**config.mk**
```make
export PLATFORM = sky130hd
export DESIGN_NAME = mfp_ahb_uart_tx
export DESIGN_NICKNAME = d
export VERILOG_FILES = /design/src/rtl/mfp_ahb_uart_tx.sv
export SDC_FILE = /design/constraint.sdc
export NUM_CORES = 1
export LEC_CHECK = 0
export CAP_MARGIN = 20
export CORE_MARGIN = 10
export CORE_UTILIZATION = 40
export CTS_CLUSTER_SIZE = 14
export DETAILED_ROUTE_END_ITERATION = 6
export PLACE_DENSITY = 0.66
export SLEW_MARGIN = 20
export SYNTH_ARGS = -nofsm -noshare
export SYNTH_HDL_FRONTEND = slang
export SYNTH_SLANG_ARGS = --single-unit
export TNS_END_PERCENT = 100
```
**constraint.sdc**
```tcl
create_clock -name HCLK -period 3.3 [get_ports HCLK]
set_input_delay 0.495 -clock HCLK [delete_from_list [all_inputs] [get_ports HCLK]]
set_output_delay 0.495 -clock HCLK [all_outputs]
set_load 0.02 [all_outputs]
```
**src/rtl/mfp_ahb_uart_tx.sv**
```systemverilog
// AHB-Lite slave UART transmitter: DATA/STATUS registers, transmit FIFO and an
// 8N1 serialiser with a registered, idle-high output line.
module mfp_ahb_uart_tx #(
  parameter int unsigned CLKS_PER_BIT = 434,
  parameter int unsigned FIFO_DEPTH   = 8
) (
  input  logic        HCLK,
  input  logic        HRESETn,
  input  logic        HSEL,
  input  logic [31:0] HADDR,
  input  logic [1:0]  HTRANS,
  input  logic        HWRITE,
  input  logic [2:0]  HSIZE,
  input  logic [31:0] HWDATA,
  output logic [31:0] HRDATA,
  output logic        HREADY,
  output logic        HRESP,
  output logic        UART_TX
);

  localparam int unsigned AW = $clog2(FIFO_DEPTH);
  localparam int unsigned BW = (CLKS_PER_BIT > 1) ? $clog2(CLKS_PER_BIT) : 1;
  localparam logic [BW-1:0] BAUD_LAST = BW'(CLKS_PER_BIT - 1);
  localparam logic [BW-1:0] BAUD_ONE  = BW'(1);
  localparam logic [AW:0]   PTR_ONE   = (AW + 1)'(1);

  typedef enum logic [1:0] {IDLE, START, DATA, STOP} state_t;

  state_t          state, state_next;
  logic [BW-1:0]   baud, baud_next;
  logic [2:0]      bit_idx, bit_next;
  logic [7:0]      shreg;
  logic            tx_next;
  logic            pop;

  logic            dp_write;
  logic [1:0]      dp_addr;
  logic            addr_read;
  logic            push_req, push, stat_wr, ovf_set;
  logic            overflow;

  logic [7:0]      mem [FIFO_DEPTH];
  logic [AW:0]     wr_ptr, rd_ptr;
  logic            empty, full, busy;
  logic [31:0]     status_word;
  logic            unused_bits;

  assign HREADY = 1'b1;
  assign HRESP  = 1'b0;

  // HSIZE and the undecoded address/data bits are accepted but have no effect.
  assign unused_bits = ^{HADDR[31:4], HADDR[1:0], HSIZE, HTRANS[0], HWDATA[31:8]};

  assign addr_read = HSEL & HTRANS[1] & ~HWRITE;

  // Address phase is latched here; writes are acted on one cycle later.
  always_ff @(posedge HCLK or negedge HRESETn) begin
    if (!HRESETn) begin
      dp_write <= 1'b0;
      dp_addr  <= '0;
    end else begin
      dp_write <= HSEL & HTRANS[1] & HWRITE;
      dp_addr  <= HADDR[3:2];
    end
  end

  assign push_req = dp_write && (dp_addr == 2'd0);
  assign stat_wr  = dp_write && (dp_addr == 2'd1);

  assign empty = (wr_ptr == rd_ptr);
  assign full  = (wr_ptr[AW] != rd_ptr[AW]) && (wr_ptr[AW-1:0] == rd_ptr[AW-1:0]);
  assign busy  = (state != IDLE);

  // A pop in the same cycle frees the slot, so a push into a full FIFO still lands.
  assign push    = push_req && (!full || pop);
  assign ovf_set = push_req && full && !pop;

  assign status_word = {28'b0, overflow, full, empty, busy};

  // Read data is registered at the address-phase edge so it is valid throughout the data phase.
  always_ff @(posedge HCLK or negedge HRESETn) begin
    if (!HRESETn) begin
      HRDATA <= '0;
    end else if (addr_read && (HADDR[3:2] == 2'd1)) begin
      HRDATA <= status_word;
    end else begin
      HRDATA <= '0;
    end
  end

  always_ff @(posedge HCLK) begin
    if (push) begin
      mem[wr_ptr[AW-1:0]] <= HWDATA[7:0];
    end
  end

  always_ff @(posedge HCLK or negedge HRESETn) begin
    if (!HRESETn) begin
      wr_ptr   <= '0;
      rd_ptr   <= '0;
      overflow <= 1'b0;
    end else begin
      if (push) begin
        wr_ptr <= wr_ptr + PTR_ONE;
      end
      if (pop) begin
        rd_ptr <= rd_ptr + PTR_ONE;
      end
      if (ovf_set) begin
        overflow <= 1'b1;
      end else if (stat_wr && HWDATA[3]) begin
        overflow <= 1'b0;
      end
    end
  end

  always_ff @(posedge HCLK or negedge HRESETn) begin
    if (!HRESETn) begin
      state   <= IDLE;
      baud    <= '0;
      bit_idx <= '0;
      shreg   <= '0;
      UART_TX <= 1'b1;
    end else begin
      state   <= state_next;
      baud    <= baud_next;
      bit_idx <= bit_next;
      UART_TX <= tx_next;
      if (pop) begin
        shreg <= mem[rd_ptr[AW-1:0]];
      end
    end
  end

  always_comb begin
    state_next = state;
    baud_next  = baud;
    bit_next   = bit_idx;
    pop        = 1'b0;
    tx_next    = 1'b1;
    case (state)
      IDLE: begin
        baud_next = '0;
        bit_next  = '0;
        if (!empty) begin
          pop        = 1'b1;
          state_next = START;
        end
      end
      START: begin
        tx_next = 1'b0;
        if (baud == BAUD_LAST) begin
          baud_next  = '0;
          bit_next   = '0;
          state_next = DATA;
        end else begin
          baud_next = baud + BAUD_ONE;
        end
      end
      DATA: begin
        tx_next = shreg[bit_idx];
        if (baud == BAUD_LAST) begin
          baud_next = '0;
          if (bit_idx == 3'd7) begin
            bit_next   = '0;
            state_next = STOP;
          end else begin
            bit_next = bit_idx + 3'd1;
          end
        end else begin
          baud_next = baud + BAUD_ONE;
        end
      end
      STOP: begin
        tx_next = 1'b1;
        if (baud == BAUD_LAST) begin
          baud_next = '0;
          if (!empty) begin
            pop        = 1'b1;
            state_next = START;
          end else begin
            state_next = IDLE;
          end
        end else begin
          baud_next = baud + BAUD_ONE;
        end
      end
      default: begin
        state_next = IDLE;
      end
    endcase
  end

endmodule

```
Word level (Yosys, flattened, before mapping)
Memory sizes are Yosys's and may differ from the RTL's. A register that Yosys moved wholly into a read port is not among the register bits.
Index checks and enable logic that the tools add are counted.

storage, ports and cells
  input port bits = 73
  output and inout port bits = 35
  bits in writable memories = 64
  memories = 1
  register bits = 59
  word-level logic and storage cells = 79

cells by class
  muxes and demuxes = 24
  reductions and logical operators = 20
  order comparisons = 1
  equal/unequal tests = 15
  add/subtract/negate cells = 4
  bitwise logic cells = 4

memory list
  name  words  width  rd ports  clocked after Yosys merged registers in  write ports  line  source
  mem   8      8      1         1                                        1            42    logic [7:0] mem [FIFO_DEPTH];

operator list
  kind                                                                           number
  9-bit one-hot mux with 2 select lines                                          1
  2-bit two-way mux                                                              5
  2-bit inequality test (second input constant)                                  5
  9-bit by 1-bit adder with 9-bit output (second input constant)                 1
  9-bit equality test (second input constant)                                    1
  3-bit two-way mux                                                              3
  9-bit two-way mux                                                              1
  3-bit one-hot mux with 3 select lines                                          1
  4-bit by 1-bit adder with 4-bit output (second input constant)                 2
  1-bit logical AND                                                              8
  1-bit two-way mux                                                              8
  2-bit one-hot mux with 4 select lines                                          1
  2-bit by 1-bit equality test with 1-bit output (second input constant)         3
  5-bit AND reduction                                                            1
  2-bit equality test (second input constant)                                    2
  4-bit equality test                                                            1
  2-bit zero test                                                                2
  3-bit by 4-bit less-than comparator with 1-bit output (second input constant)  1
  4-bit two-way mux                                                              1
  1-bit one-hot mux with 2 select lines                                          2
  2-bit nonzero test                                                             2
  3-bit by 1-bit adder with 3-bit output (second input constant)                 1
  1-bit bitwise AND                                                              3
  1-bit binary-select mux with 3-bit select                                      1
  other kinds (9)                                                                11

Longest topological paths before layout
  depth in word-level cells = 8
  depth in mapped cells = 8
  mapped depth without buffers = 7

Least setup slack after synthesis
OpenSTA, ideal clock, no wires.

  path kind = register -> register
  start point = register state[0]
  end point = memory mem[6][0] (enable)
  setup time = 385 ps
  arrival = 2404 ps
  path buffers = 0
  required time = 2915 ps
  clock period less this slack = 2790 ps
  stages on the path, launching flop included = 8
  slack = 510 ps
  path through = dfrtp_1 > inv_1 > ha_1 > nor2b_1 > a41oi_4 > a2111oi_4 > nand2_1 > nor3b_1

between the ends
  longest elaborated chain between the ends = 6
  elaborated cells between the ends (all ways) = 7
  classes of those cells = 1 x eq/ne; 3 x mux; 3 x reduce/logical

RTL lines
  what                                                    line  source
  from (decl)                                             29    state_t state, state_next;
  from (signal assigned)                                  125   state <= state_next;
  2-bit equality test or 2-bit zero test (tied branches)  141   case (state)
  1-bit one-hot mux with 2 select lines *                 141
  1-bit logical OR *                                      75    assign push = push_req && (!full || pop);
  1-bit logical AND *                                     75
  1-bit two-way mux *                                     92    if (push) begin
  1-bit two-way mux (not written as such) *               93    mem[wr_ptr[AW-1:0]] <= HWDATA[7:0];
  to (decl)                                               42

Every way passes the cells marked *; elsewhere a longest branch is shown, timed or not.

Final worst setup path
  start point = register state[0]
  end point = memory mem[3][5] (enable)

Same word-level chain as after synthesis.

==> results.py <==
metrics = {
    "status": {
        "status": "complete, no violations",
    },
    "synthesis": {
        "syn_area_mm2": 0.004581,
        "synthArstFlopShare_pct": 37.86,
        "synth_fa_ha_area_share_pct": 3.005,
        "synth_top_area_share_pct": 41.96,
        "synth_top_family_by_area": "multiplexers",
        "syn-instance-count": 305,
        "yosys_warnings": 0,
        "synth_compound_area_share_pct": 3.769,
        "ys_ff_latch": 103,
        "avgSynthCellArea_um2": 15.02,
        "yosysSeqAreaShare_pct": 63.29,
        "netlist_top_cells_area": "edfxtp_1, dfrtp_1, mux4_2",
        "synth-simple-area-share_pct": 7.293,
        "synth_xor_area_share_pct": 3.250,
        "yosysTopAreaCell": "edfxtp_1",
        "synth_mux_area_share_pct": 12.26,
        "ys_types": 38,
        "synth_edf_count": 64,
        "synthFlopType": "edfxtp_1",
    },
    "global_routing": {
        "grt_pass1_vias": 2476,
        "overflow": 0,
        "antenna_found_initial": 0,
        "track_usage_pct": 10.02,
        "grt_pass1_wl_mm": 12.93,
        "grt_max_degree": 40,
    },
    "sta": {
        "max_freq_mhz": 355.2,
        "worst_pin_slew_ns": 0.9081,
        "setup_ws_ns": 0.4848,
        "period_minus_slack_ns": 2.815,
        "tns_ns": 0,
        "relSlewSlack_pct": 39.23,
        "rsz0062_at_grt": "false",
        "hold_viol": 0,
        "setup_viol": 0,
        "slew_viol_final": 0,
        "skew_ns": 0.01158,
        "fin_crit_sh_pct": 85.31,
    },
    "placed_design": {
        "place_ws_ns": 0.4677,
        "hpwl_mm": 5.255,
        "io_buffers": 19,
        "dp_cells": 465,
        "gp_congestion": 0.7265,
    },
    "worst_setup_path": {
        "path_class": "reg2reg",
        "worstRegToRegCells": 7,
        "cpPeakStageDelay_ns": 0.70,
        "cp_max_fo": 8,
        "path_delay_family": "simple AND/OR/NAND/NOR gates",
        "rrSetupSlack_ns": 0.48,
        "rr_startpoint": "state[0]",
        "crit_slowest_cell": "nor2_1",
        "cp.required_ns": 3.27,
        "crit_buf_inv": 1,
        "worstSetupStartpointType": "flip-flop",
        "crit_path_end_kind": "flip-flop",
        "r2r-end": "mem[3][5]",
        "crit_path_cell_trace": "inv_1 > ha_1 > nor2b_1 > a41oi_4 > a2111oi_4 > nand2b_2 > nor2_1",
        "arrival_ns": 2.78,
    },
    "die": {
        "dieArea_mm2": 0.01613,
        "die_y_um": 127.0,
        "die_w_um": 127.0,
        "rows": 39,
        "initial_core_util_pct": 40.46,
        "ioPinCount": 108,
        "core_area_mm2": 0.01132,
    },
    "clock_tree": {
        "clock_sinks": 103,
        "postCtsHoldBufs": 0,
        "clock_latency_ns": 0.34,
        "ctsResizeCount": 0,
        "cts_root_buf": "clkbuf_16",
        "clk_path_buf_depth": 2,
        "postCtsSetupRepairBufs": 0,
        "h-tree-depth": 3,
        "cts-buffers-inserted": 9,
        "path_clk_slew_ns": 0.07,
        "cts_tree": "built",
    },
    "finish": {
        "drive_gt1_share_pct": 17.46,
        "areaGrowthSynthToFinish_pct": 12.81,
        "n_antenna_cell": 0,
        "final_nets": 417,
        "fin_cells": 481,
        "fill_cells": 1009,
    },
    "job": {
        "drv_cap": 0,
    },
    "route": {
        "drt_iter0_drc": 137,
        "drc": 0,
        "post_drt_wl_per_cell_um": 16.27,
        "routed_wl_mm": 7.828,
        "drt.antenna.violating_nets": 0,
        "via_per_inst": 4.879,
        "dr_total_vias": 2347,
        "drt_first_pass_iters": 4,
    },
    "power_and_ir_drop": {
        "p_leak_nw": 1.952,
        "ir_worst_vdd_uv": 376.2,
        "p_per_area_mw_per_mm2": 749.9,
    },
    "worst_hold_path": {
        "min_path_type": "in2async",
    },
}
## cell families after synthesis
kind of cell	count (synthesis)
other	2
DFF	103
adders and majority gates	11
and+or+nand+nor	67
buffers and inverters	50
AOI/OAI and AO/OA	22
muxes	33
xor gates and xnor gates	17
## area by class of cell
type | instances | area [um^2] | area share (%)
Clock buffer | 9 | 225.2 | 4.358
Timing Repair Buffer | 30 | 267.8 | 5.182
Multi-Input combinational cell | 180 | 1468 | 28.40
Tap cell | 143 | 178.9 | 3.462
Clock inverter | 7 | 95.09 | 1.840
Sequential cell | 103 | 2899 | 56.10
Inverter | 9 | 33.78 | 0.6538
## metal layers
metal / vias to the layer above / wire [um] / track usage [%]
met5: - / 0 / 0
met4: 0 / 138 / 3.684
met3: 13 / 540 / 4.218
met2: 58 / 3588 / 15.40
met1: 1165 / 3560 / 12.37
li1: 1111 / - / -
## cell usage after synthesis, drive strengths merged (2+ instances only)
cell,n
clkbuf,5
mux4,18
edfxtp,64
xnor2,10
ha,11
buf,36
nor3,4
conb,2
nand4,3
nor2,30
xor2,7
nor2b,2
inv,9
dfrtp,38
a31oi,2
nand3,4
nand2,10
mux2i,10
nor3b,4
a22o,3
mux2,5
or2,2
a21oi,13
## flip-flops by register name, summed over array words and instances (netlist names)
register / flops
state: 2
dp_addr: 2
mem: 64
UART_TX: 1
shreg: 8
HRDATA: 4
rd_ptr: 4
overflow: 1
dp_write: 1
baud: 9
wr_ptr: 4
bit_idx: 3
## through the flow
| step | cell area, um^2 | util [%] | power [mW] | hold WS [ns] |
|---|---|---|---|---|
| finish | 5167 | 45.65 | 3.875 | 0.2581 |
| global route | 5167 | 45.65 | 4.105 | 0.3287 |
| CTS | 5167 | 45.65 | 3.919 | 0.2881 |
| detailed placement | 4847 | 42.82 | 2.797 | 0.4867 |
| global placement | 4847 | 42.82 | 2.760 | 0.4835 |
| floorplan | 4686 | - | 2.576 | 0.1994 |
## power by group
part	internal [mW]	switching (mW)
Combinational	0.513	0.598
Clock	0.612	0.506
Sequential	1.52	0.126
## worst reg2reg max path, delay by kind of cell (launching register included)
kind	cells	cell delay (ns)
simple gates	3	1.06
fa+ha+maj	1	0.34
flops	1	0.43
compound gates	2	0.51
buf+inv	1	0.11
## how the worst max path moves through the flow
stage,from,to,slack (ns),depth (start not counted)
finish,state[0],mem[3][5],0.48,7
global route,state[0],mem[3][5],0.28,7
CTS,state[0],mem[3][5],0.44,7
detailed placement,state[0],mem[3][7],0.47,7
global placement,state[0],mem[3][7],0.50,7
floorplan,state[0],mem[6][0],0.51,7
## placed cells by master (no fill, tap or decap), types with 5 or more instances in the layout
cell type,n
nand2_1,10
buf_4,11
mux2i_1,10
dfrtp_1,38
xor2_1,7
a21oi_1,13
edfxtp_1,64
ha_1,11
clkbuf_16,9
xnor2_1,10
mux2_2,5
mux4_2,18
nor2_1,30
inv_1,9
clkdlybuf4s50_1,18
conb_1,30
Note: power is estimated with default switching activity, not from simulation.
